### src/rtl/clk_sel_ctrl_if.sv
// -----------------------------------------------------------------------------
// clk_sel_ctrl_if
//   Signal bundle between the clock-select controller and its environment.
//   master : environment side (drives heartbeats and the request, reads status)
//   slave  : controller side
//
//   hb1, hb2   heartbeat toggles from the clk1/clk2 domains (async to clk)
//   req_clk1   requested source, 1 = clk1, 0 = clk2
//   auto_en    enable automatic failover away from a dead source
//   sel_clk1   registered select to the glitch-free clock switch
//   busy       settle hold-off in progress
//   clk1_ok    clk1 heartbeat alive
//   clk2_ok    clk2 heartbeat alive
//   both_dead  neither heartbeat alive
//   failover   one-cycle pulse when auto mode picks the non-requested source
// -----------------------------------------------------------------------------
interface clk_sel_ctrl_if;
    logic hb1;
    logic hb2;
    logic req_clk1;
    logic auto_en;
    logic sel_clk1;
    logic busy;
    logic clk1_ok;
    logic clk2_ok;
    logic both_dead;
    logic failover;

    modport master (
        output hb1, hb2, req_clk1, auto_en,
        input  sel_clk1, busy, clk1_ok, clk2_ok, both_dead, failover
    );

    modport slave (
        input  hb1, hb2, req_clk1, auto_en,
        output sel_clk1, busy, clk1_ok, clk2_ok, both_dead, failover
    );
endinterface

### src/rtl/clk_sel_ctrl.sv
// -----------------------------------------------------------------------------
// clk_sel_ctrl
//   Control stage ahead of the glitch-free clock switch. Produces the switch's
//   registered select (1 = clk1, 0 = clk2), honouring the requested source,
//   holding the select stable for SETTLE cycles after every change and, in
//   auto mode, failing over away from a source whose heartbeat has stopped.
//
//   Ports:
//     clk  free-running reference clock, all logic on its rising edge
//     rst  asynchronous active-high reset
//     bus  clk_sel_ctrl_if.slave (heartbeats, request, select and status)
//
//   clk_sel_wdog (same file) is the per-source heartbeat synchronizer and
//   watchdog; one instance per clock source.
// -----------------------------------------------------------------------------

// -----------------------------------------------------------------------------
// clk_sel_wdog
//   Synchronizes one heartbeat toggle, turns every edge of it into a beat and
//   flags the source dead after TIMEOUT clk cycles without a beat.
//
//   Ports:
//     clk, rst  reference clock / async active-high reset
//     hb        heartbeat toggle, asynchronous to clk
//     ok        registered alive flag, 1 while the watchdog count < TIMEOUT
// -----------------------------------------------------------------------------
module clk_sel_wdog #(
    parameter int TIMEOUT = 64,
    parameter int CNT_W   = 8
) (
    input  logic clk,
    input  logic rst,
    input  logic hb,
    output logic ok
);
    localparam logic [CNT_W-1:0] TMO = CNT_W'(TIMEOUT);
    localparam logic [CNT_W-1:0] ONE = CNT_W'(1);

    // sync[0..1] form the synchronizer, sync[2] is the edge-detect history
    logic [2:0]       sync;
    logic             beat;
    logic [CNT_W-1:0] cnt;
    logic [CNT_W-1:0] cnt_nxt;

    always_ff @(posedge clk or posedge rst) begin
        if (rst) begin
            sync <= 3'b000;
        end else begin
            sync <= {sync[1:0], hb};
        end
    end

    // Toggle protocol: rising and falling edges both count as a beat
    assign beat = sync[1] ^ sync[2];

    always_comb begin
        cnt_nxt = cnt;
        if (beat) begin
            cnt_nxt = '0;
        end else if (cnt < TMO) begin
            cnt_nxt = cnt + ONE;
        end
    end

    // ok is registered from the next count so it tracks (cnt < TIMEOUT)
    // on the same edge the count changes
    always_ff @(posedge clk or posedge rst) begin
        if (rst) begin
            cnt <= '0;
            ok  <= 1'b1;
        end else begin
            cnt <= cnt_nxt;
            ok  <= (cnt_nxt < TMO);
        end
    end
endmodule

module clk_sel_ctrl #(
    parameter int TIMEOUT = 64,
    parameter int SETTLE  = 16,
    parameter int CNT_W   = 8
) (
    input  logic           clk,
    input  logic           rst,
    clk_sel_ctrl_if.slave  bus
);
    localparam int               NUM_SRC  = 2;
    localparam logic [CNT_W-1:0] SETTLE_M1 = CNT_W'(SETTLE - 1);
    localparam logic [CNT_W-1:0] ONE       = CNT_W'(1);

    typedef enum logic [1:0] {
        S_CLK1 = 2'd0,
        S_HOLD = 2'd1,
        S_CLK2 = 2'd2
    } state_t;

    // ---------------------------------------------------------------- watchdogs
    // index 0 = clk1, index 1 = clk2
    logic [NUM_SRC-1:0] hb_vec;
    logic [NUM_SRC-1:0] ok_vec;

    assign hb_vec = {bus.hb2, bus.hb1};

    for (genvar i = 0; i < NUM_SRC; i++) begin : g_wdog
        clk_sel_wdog #(
            .TIMEOUT (TIMEOUT),
            .CNT_W   (CNT_W)
        ) u_wdog (
            .clk (clk),
            .rst (rst),
            .hb  (hb_vec[i]),
            .ok  (ok_vec[i])
        );
    end

    logic ok1;
    logic ok2;
    assign ok1 = ok_vec[0];
    assign ok2 = ok_vec[1];

    // ---------------------------------------------------------------- FSM state
    state_t           state, state_nxt;
    logic             sel, sel_nxt;
    logic             busy, busy_nxt;
    logic             fo, fo_nxt;
    logic [CNT_W-1:0] scnt, scnt_nxt;
    logic             want;

    always_ff @(posedge clk or posedge rst) begin
        if (rst) begin
            state <= S_CLK1;
            sel   <= 1'b1;
            busy  <= 1'b0;
            fo    <= 1'b0;
            scnt  <= '0;
        end else begin
            state <= state_nxt;
            sel   <= sel_nxt;
            busy  <= busy_nxt;
            fo    <= fo_nxt;
            scnt  <= scnt_nxt;
        end
    end

    // Target source. In auto mode the requested source wins while alive, the
    // other one is taken if only it is alive, and with both dead we stay put.
    // Manual mode follows the request even onto a dead clock.
    always_comb begin
        want = sel;
        if (!bus.auto_en) begin
            want = bus.req_clk1;
        end else if (bus.req_clk1) begin
            if (ok1)      want = 1'b1;
            else if (ok2) want = 1'b0;
        end else begin
            if (ok2)      want = 1'b0;
            else if (ok1) want = 1'b1;
        end
    end

    always_comb begin
        state_nxt = state;
        sel_nxt   = sel;
        busy_nxt  = busy;
        fo_nxt    = 1'b0;
        scnt_nxt  = scnt;
        case (state)
            S_CLK1, S_CLK2: begin
                if (want != sel) begin
                    sel_nxt   = want;
                    scnt_nxt  = SETTLE_M1;
                    busy_nxt  = 1'b1;
                    state_nxt = S_HOLD;
                    fo_nxt    = bus.auto_en && (want != bus.req_clk1);
                end
            end
            S_HOLD: begin
                // Inputs are deliberately ignored here; a request that moved
                // during the hold is picked up on the first edge after exit.
                if (scnt == '0) begin
                    busy_nxt  = 1'b0;
                    state_nxt = sel ? S_CLK1 : S_CLK2;
                end else begin
                    scnt_nxt = scnt - ONE;
                end
            end
            default: begin
                state_nxt = S_CLK1;
                sel_nxt   = 1'b1;
                busy_nxt  = 1'b0;
            end
        endcase
    end

    // ---------------------------------------------------------------- outputs
    assign bus.sel_clk1  = sel;
    assign bus.busy      = busy;
    assign bus.failover  = fo;
    assign bus.clk1_ok   = ok1;
    assign bus.clk2_ok   = ok2;
    assign bus.both_dead = !ok1 && !ok2;
endmodule

### src/flat_wrapper.sv
// flat-port wrapper written by rule: the top's interface ports become plain ports
module clk_sel_ctrl_flat 
#(
    parameter int TIMEOUT = 64,
    parameter int SETTLE  = 16,
    parameter int CNT_W   = 8
)
  (clk, rst, bus_hb1, bus_hb2, bus_req_clk1, bus_auto_en, bus_sel_clk1, bus_busy, bus_clk1_ok, bus_clk2_ok, bus_both_dead, bus_failover);
  clk_sel_ctrl_if bus_i ();
  input  logic clk;
  input  logic rst;
  input wire logic [$bits(bus_i.hb1)-1:0] bus_hb1;
  input wire logic [$bits(bus_i.hb2)-1:0] bus_hb2;
  input wire logic [$bits(bus_i.req_clk1)-1:0] bus_req_clk1;
  input wire logic [$bits(bus_i.auto_en)-1:0] bus_auto_en;
  output wire logic [$bits(bus_i.sel_clk1)-1:0] bus_sel_clk1;
  output wire logic [$bits(bus_i.busy)-1:0] bus_busy;
  output wire logic [$bits(bus_i.clk1_ok)-1:0] bus_clk1_ok;
  output wire logic [$bits(bus_i.clk2_ok)-1:0] bus_clk2_ok;
  output wire logic [$bits(bus_i.both_dead)-1:0] bus_both_dead;
  output wire logic [$bits(bus_i.failover)-1:0] bus_failover;
  assign bus_i.hb1 = bus_hb1;
  assign bus_i.hb2 = bus_hb2;
  assign bus_i.req_clk1 = bus_req_clk1;
  assign bus_i.auto_en = bus_auto_en;
  assign bus_sel_clk1 = bus_i.sel_clk1;
  assign bus_busy = bus_i.busy;
  assign bus_clk1_ok = bus_i.clk1_ok;
  assign bus_clk2_ok = bus_i.clk2_ok;
  assign bus_both_dead = bus_i.both_dead;
  assign bus_failover = bus_i.failover;
  clk_sel_ctrl #(.TIMEOUT(TIMEOUT), .SETTLE(SETTLE), .CNT_W(CNT_W)) u_core (.clk(clk), .rst(rst), .bus(bus_i));
endmodule
### config.mk
export PLATFORM = sky130hd
export DESIGN_NAME = clk_sel_ctrl_flat
export DESIGN_NICKNAME = d
export VERILOG_FILES = /design/src/rtl/clk_sel_ctrl_if.sv /design/src/rtl/clk_sel_ctrl.sv /design/src/flat_wrapper.sv
export SDC_FILE = /design/constraint.sdc
export NUM_CORES = 1
export LEC_CHECK = 0
export BUFFER_PORTS_ARGS = -buffer_cell sky130_fd_sc_hd__buf_2
export CAP_MARGIN = 10
export CORE_UTILIZATION = 30
export DETAILED_ROUTE_END_ITERATION = 8
export GPL_ROUTABILITY_DRIVEN = 0
export SLEW_MARGIN = 10
export SYNTH_ARGS = -nofsm -noshare
export SYNTH_HDL_FRONTEND = slang
export SYNTH_SLANG_ARGS = --single-unit
### constraint.sdc
create_clock -name clk -period 1.75 [get_ports clk]
set_input_delay 0.2625 -clock clk [delete_from_list [all_inputs] [get_ports clk]]
set_output_delay 0.2625 -clock clk [all_outputs]
set_load 0.01 [all_outputs]
* Word level (Yosys, flattened, before mapping) *
Index checks and enable logic that the tools add are counted.

storage, ports and cells
  bits in registers = 37
  bits of input ports = 6
  output and inout bits = 6
  word-level logic and storage cells = 63

operators by class
  add/sub/neg operators = 3
  order comparisons = 4
  eq/ne operators = 7
  muxes and demuxes = 24
  bitwise gates (word level) = 3
  reduce and logical (&&, ||, !) cells = 11

operators with widths
  kind                 number
  $mux 8               6
  $lt 8x7->1 const B   4
  $add 8x1->8 const B  2
  $pmux 8 s2           1
  $mux 1               11
  $logic_not 8->1      1
  $sub 8x1->8 const B  1
  $mux 2               3
  $ne 2x1->1 const B   2
  $pmux 1 s2           2
  $pmux 2 s2           1
  $reduce_and 2->1     2
  $reduce_and 3->1     1
  $eq 2x1->1 const B   1
  $eq 2x2->1 const B   1
  $logic_and 1x1->1    2
  $logic_not 1->1      2
  $logic_not 2->1      1
  $ne 1x1->1           2
  $ne 2x2->1 const B   1
  $reduce_bool 2->1    1
  $reduce_or 2->1      1
  $xor 1x1->1          2
  $not 1->1            1

* Longest topological paths before layout *
  depth in word-level cells = 8
  depth in mapped cells = 6
  mapped depth without buffers = 6

* Cells and area by module *
A second synthesis with hierarchy kept.

unflattened totals
  cells, all modules = 166
  area, all modules = 1750.4 um^2

modules (own cells, without submodules)
  module        instances  cells each  area each (um^2)  sequential area each (um^2)
  clk_sel_wdog  2          45          516.7             301.5
  clk_sel_ctrl  1          76          716.9             326.6

* Least setup slack after synthesis *
No wires, ideal clock.

  path type = register to register
  start point = register u_core.scnt[0]
  end point = register u_core.scnt[0]
  library setup time = 82 ps
  arrival = 1493 ps
  required time = 1668 ps
  setup slack = 175 ps
  stages on the path, launching flop included = 7
  buffers on the path = 0
  clock period less this slack = 1575 ps
  cell sequence = dfrtp_1 inv_1 ha_1 nor3b_1 a21boi_1 and3_1 a31oi_1

between the ends
  word-level cells in the longest chain between the ends = 3
  elaborated cells between the ends (all ways) = 6
  those cells by class = add/sub (1); eq/ne (1); mux (2); reduce/logical (2)

ends and longest elaborated chain
  element                                                RTL line                                  source
  start, declared                                        clk_sel_ctrl.sv:126                       logic [CNT_W-1:0] scnt, scnt_nxt;
  start signal, assigned                                 clk_sel_ctrl.sv:141                       scnt <= scnt_nxt;
  $sub 8x1->8 / $logic_not 8->1 (equally long branches)  clk_sel_ctrl.sv:184, clk_sel_ctrl.sv:180
  $mux 8 / $ne 2x2->1 (equally long branches)            --
  $pmux 8 s2 / $reduce_and 3->1 (equally long branches)  --

Several ways; a longest one is shown, not always the timed one. The select of a mux whose other input is x is not followed.
A chain may end at the register's enable or synchronous reset.

* Worst setup path after layout *
  start point = register u_core.scnt[0]
  end point = register u_core.scnt[7]

The elaborated chain is that of the path after synthesis.

==> impl_metrics.json <==
{
  "portBuffers": 11,
  "synth.avg_cell_area_um2": 11.02,
  "die_area_um2": 5926,
  "hold_slack_ns": 0.05912,
  "dp_hpwl_mm": 1.994,
  "start_util_pct": 32.00,
  "slew_violations": 0,
  "hold_class": "in2async",
  "setup_viol_count_final": 0,
  "synth.top_cells.by_count": "34 x dfrtp_1, 26 x nor2_1, 13 x xor2_1",
  "status": "complete, no violations",
  "first_pass_iters": 4,
  "yosys_register_bits": 37,
  "overflow": 0,
  "reg2reg_slack_ns": 0.12,
  "yosys.area.top_type": "dfrtp_1",
  "synth.distinct_cells": 41,
  "vias": 1148,
  "setup_tns_ns": 0,
  "cp_data_arrival_time_ns": 1.84,
  "netlist.area_leader.share_pct": 50.45,
  "clk_pin_slew_ns": 0.07,
  "fin_util_pct": 36.97,
  "stdcell_area_um2": 1948,
  "postRouteAntennaNets": 0,
  "netlist_area_um2": 1687,
  "htree_levels": 2,
  "synth_top_flop_cell": "dfrtp_1",
  "drv_cap": 0,
  "cts_buffers": 5,
  "leakagePower_uw": 0.0008344,
  "critPathLaunchType": "register",
  "synthAdderAreaFrac_pct": 2.967,
  "synth_nets": 163,
  "ys_seq_area_share_pct": 55.12,
  "diodes": 0,
  "worstPathBufferInverterCount": 1,
  "slew_headroom_pct": 63.09,
  "fmax_mhz": 614.9,
  "nFillCells": 528,
  "p_total_uw": 1572,
  "rows": 26,
  "grt_antenna_before_repair": 0,
  "grt_max_degree": 38,
  "clockBufferDepth": 2,
  "grt_pass1_wl_mm": 5.195,
  "p_per_area_nw_per_um2": 807.1,
  "critPathKind": "reg2reg",
  "synth_top_family_by_area": "simple AND/OR/NAND/NOR gates",
  "ir_worst_vdd_uv": 513.7,
  "period_needed_ns": 1.626,
  "cts_hold_buf": 0,
  "layout-drive-gt1-share_pct": 19.89,
  "post_cts_resized": 0,
  "synth_xor_area_share_pct": 9.347,
  "async_flop_share_pct": 100.0,
  "first_global_vias": 1169,
  "viasPerCell": 4.667,
  "fin_worst_skew_ns": 0.005610,
  "dieWidth_um": 76.98,
  "area_growth_pct": 15.50,
  "synth.area.top_cells": "dfrtp_1 50%, xor2_1 6.8%, nor2_1 5.8%",
  "cpMaxStageDelayCell": "or4_1",
  "drc": 0,
  "syn-instance-count": 153,
  "io_pins": 12,
  "core-area_um2": 5270,
  "final_nets": 185,
  "synth_warnings": 0,
  "min_period_over_period_pct": 92.92,
  "yosysMostFrequentCell": "dfrtp_1",
  "clkLatencyLatePin_ns": 0.28,
  "tritoncts": "built",
  "worstSetupEndpointType": "register",
  "wl_per_cell_um": 11.58,
  "synth_edf_count": 0,
  "cp_top_family": "simple AND/OR/NAND/NOR gates",
  "cts_setup_buffers": 0,
  "crit_chain": "inv_1, ha_1, or3b_1, o2111ai_2, or4_1, a21oi_1",
  "drt_iter0_markers": 49,
  "worst_pin_slew_ns": 0.5518,
  "synth_compound_area_share_pct": 9.273,
  "cts_num_sinks": 37,
  "critPathMaxStageDelay_ns": 0.42,
  "crit_fanout": 4,
  "cts-root-buf": "clkbuf_8",
  "fp.dieH_um": 76.98,
  "placed_area_um2": 1862,
  "wl_mm": 2.849,
  "grt_use_total_pct": 11.28,
  "required_ns": 1.96,
  "rsz0062_at_grt": "false",
  "synth_mux_area_share_pct": 1.261,
  "synth-simple-area-share_pct": 20.18,
  "hold_viol_final": 0
}
-- through the flow --
| step | cells | setup WS (ns) |
|---|---|---|
| floorplan | 153 | 0.1752 |
| global placement | 238 | 0.1829 |
| detailed placement | 238 | 0.1309 |
| CTS | 246 | 0.1099 |
| global route | 246 | 0.01699 |
| finish | 246 | 0.1238 |
-- cells by family (layout without fill, tap and decap cells) --
family | after synthesis | after routing
XOR/XNOR | 18 | 18
AO/OA/AOI/OAI | 21 | 21
adder cells (fa/ha/maj) | 4 | 4
buffers and inverters | 7 | 30
AND/OR/NAND/NOR | 64 | 64
flip-flops | 37 | 37
multiplexers | 2 | 2
-- placed cells by master, fill, tap and decap left out, types with 4 or more instances in the layout --
| cell type | n |
|---|---|
| inv_1 | 5 |
| a21oi_1 | 5 |
| buf_2 | 11 |
| xor2_1 | 13 |
| xnor2_1 | 5 |
| ha_1 | 4 |
| dfrtp_1 | 34 |
| o21ai_0 | 4 |
| nor2_1 | 26 |
| clkbuf_8 | 5 |
| nand2_1 | 11 |
| buf_4 | 6 |
| nand4_1 | 5 |
-- worst min-delay path, stage by stage --
cell and delay [ns]:
buf_2 0.09, inv_1 0.04, buf_4 0.39
-- power breakdown --
| part | switching [uW] | internal (uW) |
|---|---|---|
| combinational | 55.4 | 38.2 |
| clock | 297 | 274 |
| sequential | 22.5 | 885 |
-- flip-flops by register name, summed over array words and instances, names as in the netlist --
signal and cells:
u_core.g_wdog.u_wdog.ok 2, u_core.state 2, u_core.g_wdog.u_wdog.cnt 16, u_core.bus.failover 1
u_core.g_wdog.u_wdog.sync 6, u_core.bus.sel_clk1 1, u_core.scnt 8, u_core.bus.busy 1
-- layer usage --
| layer | wire [um] | vias to the layer above | share of wire [%] | GRT usage, % |
|---|---|---|---|---|
| li1 | - | 576 | - | - |
| met1 | 1348 | 552 | 47 | 13.02 |
| met2 | 1354 | 13 | 48 | 18.48 |
| met3 | 77 | 7 | 2.7 | 3.214 |
| met4 | 69 | 0 | 2.4 | 6.792 |
| met5 | 0 | - | 0 | 0 |
-- cell type report --
class                   count  area [um^2]  area share, %
clock buffers               5        68.82          3.532
clock inverters             3        17.52         0.8992
inverters                   5        18.77         0.9634
multi-input cells         109        725.7          37.25
flip-flops and latches     37        929.6          47.72
well taps                  70        87.58          4.496
repair buffers             17        100.1          5.138
-- worst paths after layout --
path / start / cells after the start / to
worst max register to register: u_core.scnt[0] / 6 / u_core.scnt[7]
min in group clk: bus_hb1 / 1 / u_core.g_wdog[0].u_wdog.sync[0]
max in group asynchronous: rst / 3 / u_core.g_wdog[1].u_wdog.ok
worst min register to register: u_core.g_wdog[1].u_wdog.sync[0] / 0 / u_core.g_wdog[1].u_wdog.sync[1]
worst max-delay path: u_core.scnt[0] / 6 / u_core.scnt[7]
worst min-delay path: rst / 3 / u_core.g_wdog[0].u_wdog.sync[0]
Note: power is estimated with default switching activity, not from simulation.
